$ cat src/rtl/arbitro_qos_if.sv
// Bus between the QoS arbiter and the four class FIFOs / intermediate-data mux.
// master is the arbiter side; slave is the FIFO/mux side.
interface arbitro_qos_if;
    logic       EMPTYff0;
    logic       EMPTYff1;
    logic       EMPTYff2;
    logic       EMPTYff3;
    logic       PAUSE;
    logic       POPff0;
    logic       POPff1;
    logic       POPff2;
    logic       POPff3;
    logic       VALID_OUT;
    logic [1:0] GRANT_ID;
    logic       IDLE;

    modport master (
        input  EMPTYff0, EMPTYff1, EMPTYff2, EMPTYff3, PAUSE,
        output POPff0, POPff1, POPff2, POPff3, VALID_OUT, GRANT_ID, IDLE
    );

    modport slave (
        output EMPTYff0, EMPTYff1, EMPTYff2, EMPTYff3, PAUSE,
        input  POPff0, POPff1, POPff2, POPff3, VALID_OUT, GRANT_ID, IDLE
    );
endinterface

$ cat src/rtl/arbitro_qos.sv
// Weighted round-robin arbiter over four class FIFOs; at most one pop per cycle,
// bandwidth shared in proportion to the per-class quanta.
module arbitro_qos #(
    parameter int unsigned WEIGHT0 = 4,
    parameter int unsigned WEIGHT1 = 3,
    parameter int unsigned WEIGHT2 = 2,
    parameter int unsigned WEIGHT3 = 1,
    parameter int unsigned CNT_W   = 3
) (
    input logic           CLOCK,
    input logic           RESET,
    arbitro_qos_if.master bus
);

    typedef enum logic [1:0] {StIdle, StServe, StPaused} state_e;

    // A zero (or truncated-to-zero) weight would stall a class forever, so load 1.
    function automatic logic [CNT_W-1:0] fix_weight(input int unsigned w);
        logic [CNT_W-1:0] t;
        t = CNT_W'(w);
        return (t == '0) ? CNT_W'(1) : t;
    endfunction

    localparam logic [CNT_W-1:0] Q0 = fix_weight(WEIGHT0);
    localparam logic [CNT_W-1:0] Q1 = fix_weight(WEIGHT1);
    localparam logic [CNT_W-1:0] Q2 = fix_weight(WEIGHT2);
    localparam logic [CNT_W-1:0] Q3 = fix_weight(WEIGHT3);

    function automatic logic [CNT_W-1:0] quantum(input logic [1:0] idx);
        logic [CNT_W-1:0] q;
        case (idx)
            2'd0:    q = Q0;
            2'd1:    q = Q1;
            2'd2:    q = Q2;
            default: q = Q3;
        endcase
        return q;
    endfunction

    state_e           state_q, state_d;
    logic [1:0]       ptr_q, ptr_d;
    logic [CNT_W-1:0] cnt_q, cnt_d;
    logic             valid_q;
    logic [1:0]       grant_q;

    logic [3:0] empty;
    logic [3:0] pop;
    logic [1:0] nxt;
    logic [1:0] cand;
    logic       found;
    logic       serve_ok;

    assign empty = {bus.EMPTYff3, bus.EMPTYff2, bus.EMPTYff1, bus.EMPTYff0};

    // Search ptr+1, ptr+2, ptr+3 and finally ptr itself for a non-empty class.
    always_comb begin
        nxt   = ptr_q;
        cand  = ptr_q;
        found = 1'b0;
        for (int k = 1; k <= 4; k++) begin
            cand = ptr_q + 2'(k);
            if (!found && !empty[cand]) begin
                nxt   = cand;
                found = 1'b1;
            end
        end
    end

    always_comb begin
        serve_ok = (state_q == StServe) && !empty[ptr_q] && !bus.PAUSE && (cnt_q != '0);
        pop      = serve_ok ? (4'b0001 << ptr_q) : 4'b0000;
    end

    always_comb begin
        state_d = state_q;
        ptr_d   = ptr_q;
        cnt_d   = cnt_q;
        case (state_q)
            StIdle: begin
                if (!(&empty)) begin
                    ptr_d   = nxt;
                    cnt_d   = quantum(nxt);
                    state_d = StServe;
                end
            end
            StServe: begin
                if (bus.PAUSE) begin
                    state_d = StPaused;
                end else if (&empty) begin
                    state_d = StIdle;
                    cnt_d   = '0;
                end else if (empty[ptr_q] || (cnt_q <= CNT_W'(1))) begin
                    // Bubble on a drained class, or last pop of the quantum.
                    ptr_d = nxt;
                    cnt_d = quantum(nxt);
                end else begin
                    cnt_d = cnt_q - CNT_W'(1);
                end
            end
            StPaused: begin
                if (!bus.PAUSE) begin
                    state_d = StServe;
                end
            end
            default: begin
                state_d = StIdle;
            end
        endcase
    end

    always_ff @(posedge CLOCK or negedge RESET) begin
        if (!RESET) begin
            state_q <= StIdle;
            ptr_q   <= 2'd3;
            cnt_q   <= '0;
            valid_q <= 1'b0;
            grant_q <= 2'd0;
        end else begin
            state_q <= state_d;
            ptr_q   <= ptr_d;
            cnt_q   <= cnt_d;
            valid_q <= |pop;
            if (|pop) begin
                grant_q <= ptr_q;
            end
        end
    end

    assign bus.POPff0    = pop[0];
    assign bus.POPff1    = pop[1];
    assign bus.POPff2    = pop[2];
    assign bus.POPff3    = pop[3];
    assign bus.VALID_OUT = valid_q;
    assign bus.GRANT_ID  = grant_q;
    assign bus.IDLE      = (state_q == StIdle);

endmodule

$ cat src/flat_wrapper.sv
// flat-port wrapper written by rule: the top's interface ports become plain ports
module arbitro_qos_flat 
#(
    parameter int unsigned WEIGHT0 = 4,
    parameter int unsigned WEIGHT1 = 3,
    parameter int unsigned WEIGHT2 = 2,
    parameter int unsigned WEIGHT3 = 1,
    parameter int unsigned CNT_W   = 3
)
  (CLOCK, RESET, bus_EMPTYff0, bus_EMPTYff1, bus_EMPTYff2, bus_EMPTYff3, bus_PAUSE, bus_POPff0, bus_POPff1, bus_POPff2, bus_POPff3, bus_VALID_OUT, bus_GRANT_ID, bus_IDLE);
  arbitro_qos_if bus_i ();
  input logic CLOCK;
  input logic RESET;
  input wire logic [$bits(bus_i.EMPTYff0)-1:0] bus_EMPTYff0;
  input wire logic [$bits(bus_i.EMPTYff1)-1:0] bus_EMPTYff1;
  input wire logic [$bits(bus_i.EMPTYff2)-1:0] bus_EMPTYff2;
  input wire logic [$bits(bus_i.EMPTYff3)-1:0] bus_EMPTYff3;
  input wire logic [$bits(bus_i.PAUSE)-1:0] bus_PAUSE;
  output wire logic [$bits(bus_i.POPff0)-1:0] bus_POPff0;
  output wire logic [$bits(bus_i.POPff1)-1:0] bus_POPff1;
  output wire logic [$bits(bus_i.POPff2)-1:0] bus_POPff2;
  output wire logic [$bits(bus_i.POPff3)-1:0] bus_POPff3;
  output wire logic [$bits(bus_i.VALID_OUT)-1:0] bus_VALID_OUT;
  output wire logic [$bits(bus_i.GRANT_ID)-1:0] bus_GRANT_ID;
  output wire logic [$bits(bus_i.IDLE)-1:0] bus_IDLE;
  assign bus_i.EMPTYff0 = bus_EMPTYff0;
  assign bus_i.EMPTYff1 = bus_EMPTYff1;
  assign bus_i.EMPTYff2 = bus_EMPTYff2;
  assign bus_i.EMPTYff3 = bus_EMPTYff3;
  assign bus_i.PAUSE = bus_PAUSE;
  assign bus_POPff0 = bus_i.POPff0;
  assign bus_POPff1 = bus_i.POPff1;
  assign bus_POPff2 = bus_i.POPff2;
  assign bus_POPff3 = bus_i.POPff3;
  assign bus_VALID_OUT = bus_i.VALID_OUT;
  assign bus_GRANT_ID = bus_i.GRANT_ID;
  assign bus_IDLE = bus_i.IDLE;
  arbitro_qos #(.WEIGHT0(WEIGHT0), .WEIGHT1(WEIGHT1), .WEIGHT2(WEIGHT2), .WEIGHT3(WEIGHT3), .CNT_W(CNT_W)) u_core (.CLOCK(CLOCK), .RESET(RESET), .bus(bus_i));
endmodule
$ cat config.mk
export PLATFORM = sky130hd
export DESIGN_NAME = arbitro_qos_flat
export DESIGN_NICKNAME = d
export VERILOG_FILES = /design/src/rtl/arbitro_qos_if.sv /design/src/rtl/arbitro_qos.sv /design/src/flat_wrapper.sv
export SDC_FILE = /design/constraint.sdc
export NUM_CORES = 1
export LEC_CHECK = 0
export CORE_AREA = 2 2 48 61
export CTS_BUF_LIST = sky130_fd_sc_hd__clkbuf_8
export DETAILED_ROUTE_END_ITERATION = 7
export DIE_AREA = 0 0 50 63
export PLACE_DENSITY = 0.64
export SYNTH_ARGS = -nofsm -noshare
export SYNTH_HDL_FRONTEND = slang
export SYNTH_SLANG_ARGS = --single-unit
export TNS_END_PERCENT = 10
$ cat constraint.sdc
create_clock -name CLOCK -period 3.54 [get_ports CLOCK]
set_clock_uncertainty 0.05 [all_clocks]
set_input_delay 0.531 -clock CLOCK [delete_from_list [all_inputs] [get_ports CLOCK]]
set_output_delay 0.531 -clock CLOCK [all_outputs]
set_load 0.05 [all_outputs]
# == Word level (Yosys, flattened, before mapping) ==
# Index checks and enable logic that the tools add are counted.
# totals
output_inout_bits,8
ram_bits,0
word_cells,79
latch_bits,0
mem_count,0
romBits,0
reg_bits,10
input_bits,7
# op_classes
eq_ne,10
div_mod_pow,0
n_reduce_logical,22
bitwise,0
shift,1
multipliers,0
add_sub_neg,4
mux,32
n_lt_le_gt_ge,5
# op_table
cell,n
2-bit two-way mux,12
"2-bit by 3-bit < comparator with 1-bit output, second input constant",4
3-bit two-way mux,4
"2-bit inequality test, second input constant",5
3-bit case mux with 3 select lines,1
1-bit binary-select mux with 2-bit select,4
1-bit two-way mux,7
1-bit logical AND,6
1-bit zero test,6
2-bit case mux with 3 select lines,1
3-bit case mux with 2 select lines,1
3-bit AND reduction,2
5-bit AND reduction,1
"2-bit adder, second input constant",2
"2-bit by 1-bit == test with 1-bit output, second input constant",2
"2-bit == test, second input constant",2
2-bit zero test,2
4-bit two-way mux,1
2-bit case mux with 2 select lines,1
4-bit AND reduction,1
4-bit OR reduction,1
"1-bit by 2-bit << shifter with 4-bit output, first input constant",1
"3-bit by 1-bit <= comparator with 1-bit output, second input constant",1
"3-bit inequality test, second input constant",1
5 further kinds,5

# == Logic depth before layout (Yosys ltp) ==
# depth
ltp_word,18
ltp_mapped,11
ltp_nobuf,10

# == Least setup slack after synthesis ==
# Ideal clock, no wire load.
# synth_path
kind,reg-to-reg
startpoint,register u_core.ptr_q[0]
endpoint,register u_core.cnt_q[0]
period_less_slack_ns,2.950
t_arrival_ns,2.779
setup_time_ns,0.122
stages_incl_launch_ff,12
setup_slack_ns,0.590
path_buffers,1
path_cell_list,dfstp_2 > buf_2 > inv_1 > ha_1 > mux4_2 > and2b_2 > a21oi_1 > o22ai_1 > o21a_1 > ha_1 > or3_1 > a32o_1
# synth_between
elab_chain_cells,18
# synth_rtl
element,line_no,source
from (decl),arbitro_qos.sv:41,"logic [1:0] ptr_q, ptr_d;"
from (signal assigned),arbitro_qos.sv:120,ptr_q <= ptr_d;
2-bit adder,arbitro_qos.sv:61,cand = ptr_q + 2'(k);
1-bit binary-select mux with 2-bit select,arbitro_qos.sv:62,if (!found && !empty[cand]) begin
1-bit two-way mux (implied by the code),arbitro_qos.sv:62,
1-bit zero test,arbitro_qos.sv:62,
1-bit logical AND,arbitro_qos.sv:62,
1-bit two-way mux,arbitro_qos.sv:62,
1-bit zero test,arbitro_qos.sv:62,
1-bit logical AND,arbitro_qos.sv:62,
[... 3 more ...],n/a,
2-bit two-way mux (*),arbitro_qos.sv:62,
via u_core.nxt[1],arbitro_qos.sv:48,logic [1:0] nxt;
2-bit == test (tied with other cells),arbitro_qos.sv:31,case (idx)
3-bit case mux with 3 select lines (*),arbitro_qos.sv:31,
3-bit two-way mux,arbitro_qos.sv:92,end else if (empty[ptr_q] || (cnt_q <= CNT_W'(1))) begin
3-bit two-way mux,arbitro_qos.sv:89,end else if (&empty) begin
3-bit two-way mux,arbitro_qos.sv:87,if (bus.PAUSE) begin
3-bit case mux with 2 select lines (*),arbitro_qos.sv:78,case (state_q)
to (signal assigned),arbitro_qos.sv:121,cnt_q <= cnt_d;
to (decl),arbitro_qos.sv:42,"logic [CNT_W-1:0] cnt_q, cnt_d;"
# The timed path passes the listed nets; every way through them passes the cells marked *. The select of a mux whose other input is x is not followed.
# A chain may end at the register's enable or synchronous reset.

# == Worst setup path in the final report ==
# layout_path
startpoint,input bus_EMPTYff2
endpoint,output bus_POPff1
# layout_between
elab_chain_cells,7
# layout_rtl
element,line_no,source
from (decl),flat_wrapper.sv:16,input wire logic [$bits(bus_i.EMPTYff2)-1:0] bus_EMPTYff2;
1-bit binary-select mux with 2-bit select,arbitro_qos.sv:70,serve_ok = (state_q == StServe) && !empty[ptr_q] && !bus.PAUSE && (cnt_q != '0);
1-bit two-way mux (implied by the code),arbitro_qos.sv:70,
1-bit zero test,arbitro_qos.sv:70,
1-bit logical AND (3 in series),arbitro_qos.sv:70,
4-bit two-way mux,arbitro_qos.sv:71,pop = serve_ok ? (4'b0001 << ptr_q) : 4'b0000;
to (decl),flat_wrapper.sv:20,output wire logic [$bits(bus_i.POPff1)-1:0] bus_POPff1;
# Every way passes these cells. The select of a mux whose other input is x is not followed.

==> metrics.cfg <==
[run_status]
outcome = completed

[sta]
tightest_slew_ns = 0.498
period_share_pct = 86.6
rsz0062_at_grt = false
fin_crit_ns = 3.07
hold_viol = 0
setup_tns_ns = 0
drv_slew = 0
fmax_mhz = 326
finalSetupViolCount = 0
relSlewSlack_pct = 66.7
setup_ws_ns = 0.474

[global_route]
grt_pass1_wl_mm = 3.42
antenna_found_initial = 0
grt_pass1_vias = 768
grt_overflow = 0
grt_max_degree = 13
track_usage_pct = 14.3

[floorplan]
core_mm2 = 0.00260
io_pins = 15
initial_core_util_pct = 36.6
rows = 21
die_y_um = 63
die_w_um = 50
dieArea_mm2 = 0.00315

[pwr]
power_mw = 1.28
power_leakage_nw = 0.546
pwr_density_cell_mw_per_mm2 = 1030
peakVddDrop_v = 0.000486

[worst_setup_path]
cp.arrival_ns = 2.48
crit_type = in -> out
ff2ff_path_depth = 10
r2r_slack_ns = 0.54
cp_max_fo = 9
reg2reg_from = u_core.ptr_q[1]$_DFFE_PN1P_
r2r_end = u_core.cnt_q[0]$_DFFE_PN0P_
cp-start-kind = primary input
cp.required_ns = 2.96
worst_setup_path_end_kind = output pin

[logic_synthesis]
synth-warning-count = 0
syn_avg_cell_area_um2 = 10.3
yosysSeqAreaShare_pct = 26.5
ys_ff_latch = 10
syn_inst = 92
ys_types = 38
syn-num-nets = 109
synth_area_um2 = 952

[routing]
vias = 764
dr.pass1.iters = 4
drtIter0Drc = 13
avgRoutedWirePerCell_um = 13.5
ant_nets = 0
drcViolationCount = 0
viasPerCell = 5.23
wl_mm = 1.98

[placed_design]
hpwl_mm = 1.56
dp_slack_ns = 0.263
dpl-instance-area_mm2 = 0.00119
dpl.cell_count = 142
portBuffers = 14
gp_congestion = 0.880

[cts]
cts_buffers = 3
cts_resized = 0
postCtsHoldBufs = 0
clk_latency_ns = 0.24
clock-sinks = 10
cts_tree = done
clock_path_buffers = 2
htreeDepth = 1
cts_setup_buffers = 0
ctsRootBufferMaster = clkbuf_8
clkTransAtPathRegs_ns = 0.05

[hold_path]
min_path_type = reg -> reg
min_to = u_core.bus.GRANT_ID[0]$_DFFE_PN0P_
holdPathStages = 1
worstHoldStart = u_core.bus.GRANT_ID[0]$_DFFE_PN0P_

[layout]
final_cell_mix = 10 x ha_1, 10 x clkdlybuf4s50_1, 8 x inv_1, 8 x dfrtp_1, 7 x nor2_1
fin_area_mm2 = 0.00124
area_delta_synth_final_pct = 30.6
drive_gt1_share_pct = 25.9
layout.nets = 130
fillerInstances = 248
insertedDiodeCount = 0
fin_cells = 146

[job]
max_cap_violations = 0

report_power, final:
part           internal, mW  switching, mW
clock network        0.0983         0.0512
logic                 0.416          0.481
registers             0.180         0.0567
total                 0.695          0.589
area by class of cell:
type / instances / area, um2 / area share, %
clock buffer: 4 / 55.1 / 4.43
inverter: 8 / 30.0 / 2.41
multi-input combinational: 72 / 653 / 52.5
sequential: 10 / 253 / 20.3
tap: 34 / 42.5 / 3.42
timing repair buffer: 18 / 210 / 16.9
synth_stat cells:
master | count | share of area, %
a2111oi_4 | 1 | 2.9
a21boi_0 | 1 | 0.79
a21o_2 | 1 | 0.92
a21oi_1 | 4 | 2.1
a22o_1 | 1 | 0.92
a2bb2oi_1 | 1 | 0.92
a32o_1 | 1 | 1.1
a32oi_1 | 1 | 0.92
a41o_1 | 1 | 1.1
and2_1 | 1 | 0.66
and2_2 | 4 | 3.2
and2b_2 | 1 | 0.92
buf_2 | 1 | 0.53
buf_6 | 1 | 1.2
dfrtp_1 | 8 | 21
dfstp_2 | 2 | 5.5
ha_1 | 10 | 13
inv_1 | 8 | 3.2
mux2_2 | 1 | 1.2
mux2_4 | 2 | 3.2
mux2i_1 | 5 | 5.3
mux4_1 | 1 | 2.8
mux4_2 | 3 | 7.1
nand2_1 | 6 | 2.4
nand2b_1 | 3 | 2.0
nand3_1 | 1 | 0.53
nand4_1 | 1 | 0.66
nor2_1 | 7 | 2.8
nor2_2 | 1 | 0.66
nor2b_1 | 1 | 0.66
o21a_1 | 1 | 0.79
o21ai_0 | 3 | 1.6
o21bai_1 | 1 | 0.79
o221ai_1 | 2 | 1.8
o22ai_1 | 2 | 1.3
o41a_4 | 1 | 2.2
or3_1 | 1 | 0.66
xnor2_1 | 1 | 0.92
through the flow:
step	util, %	hold WS, ns
6_report	47.8	0.467
5_1_grt	47.8	0.488
4_1_cts	47.8	0.468
3_5_place_dp	45.7	0.452
3_3_place_gp	45.7	0.443
2_1_floorplan	-	0.185
worst max-delay path, stage by stage:
cell and delay, ns:
clkdlybuf4s50_1 0.53, mux4_2 0.55, a2111oi_4 0.48, and2_2 0.25, buf_12 0.13
layer usage:
| layer | GRT usage [%] | up-vias | part of all wire [%] |
|---|---|---|---|
| li1 | - | 375 | - |
| met1 | 17.7 | 371 | 45 |
| met2 | 22.5 | 13 | 50 |
| met3 | 2.15 | 5 | 2.6 |
| met4 | 9.38 | 0 | 2.7 |
| met5 | 0 | - | 0 |
worst max-delay path by stage:
stage / to / startpoint / cells past startpoint
2_1_floorplan: u_core.cnt_q[0]$_DFFE_PN0P_ / u_core.ptr_q[0]$_DFFE_PN1P_ / 11
3_3_place_gp: u_core.cnt_q[0]$_DFFE_PN0P_ / bus_EMPTYff2 / 9
3_5_place_dp: u_core.cnt_q[0]$_DFFE_PN0P_ / bus_EMPTYff2 / 9
4_1_cts: bus_POPff1 / bus_EMPTYff2 / 5
5_1_grt: u_core.cnt_q[0]$_DFFE_PN0P_ / bus_EMPTYff2 / 9
6_report: bus_POPff1 / bus_EMPTYff2 / 5
logic make-up (layout without fill, tap and decap cells):
group                      after synthesis  in the layout  share of synthesized area [%]
AOI/OAI and AO/OA                       22             22                           20.1
xor gates and xnor gates                 1              1                          0.920
adders and majority gates               10             10                           13.1
buffers and inverters                   10             30                           4.86
DFF                                     10             10                           26.5
muxes                                   12             12                           19.4
and+or+nand+nor                         27             27                           15.0
registers in the layout (all words and copies together), names as in the netlist:
register / cells
u_core.cnt_q: 3
u_core.ptr_q: 2
u_core.bus.VALID_OUT: 1
u_core.bus.GRANT_ID: 2
u_core.state_q: 2
Power figures use the tool's default switching activity.
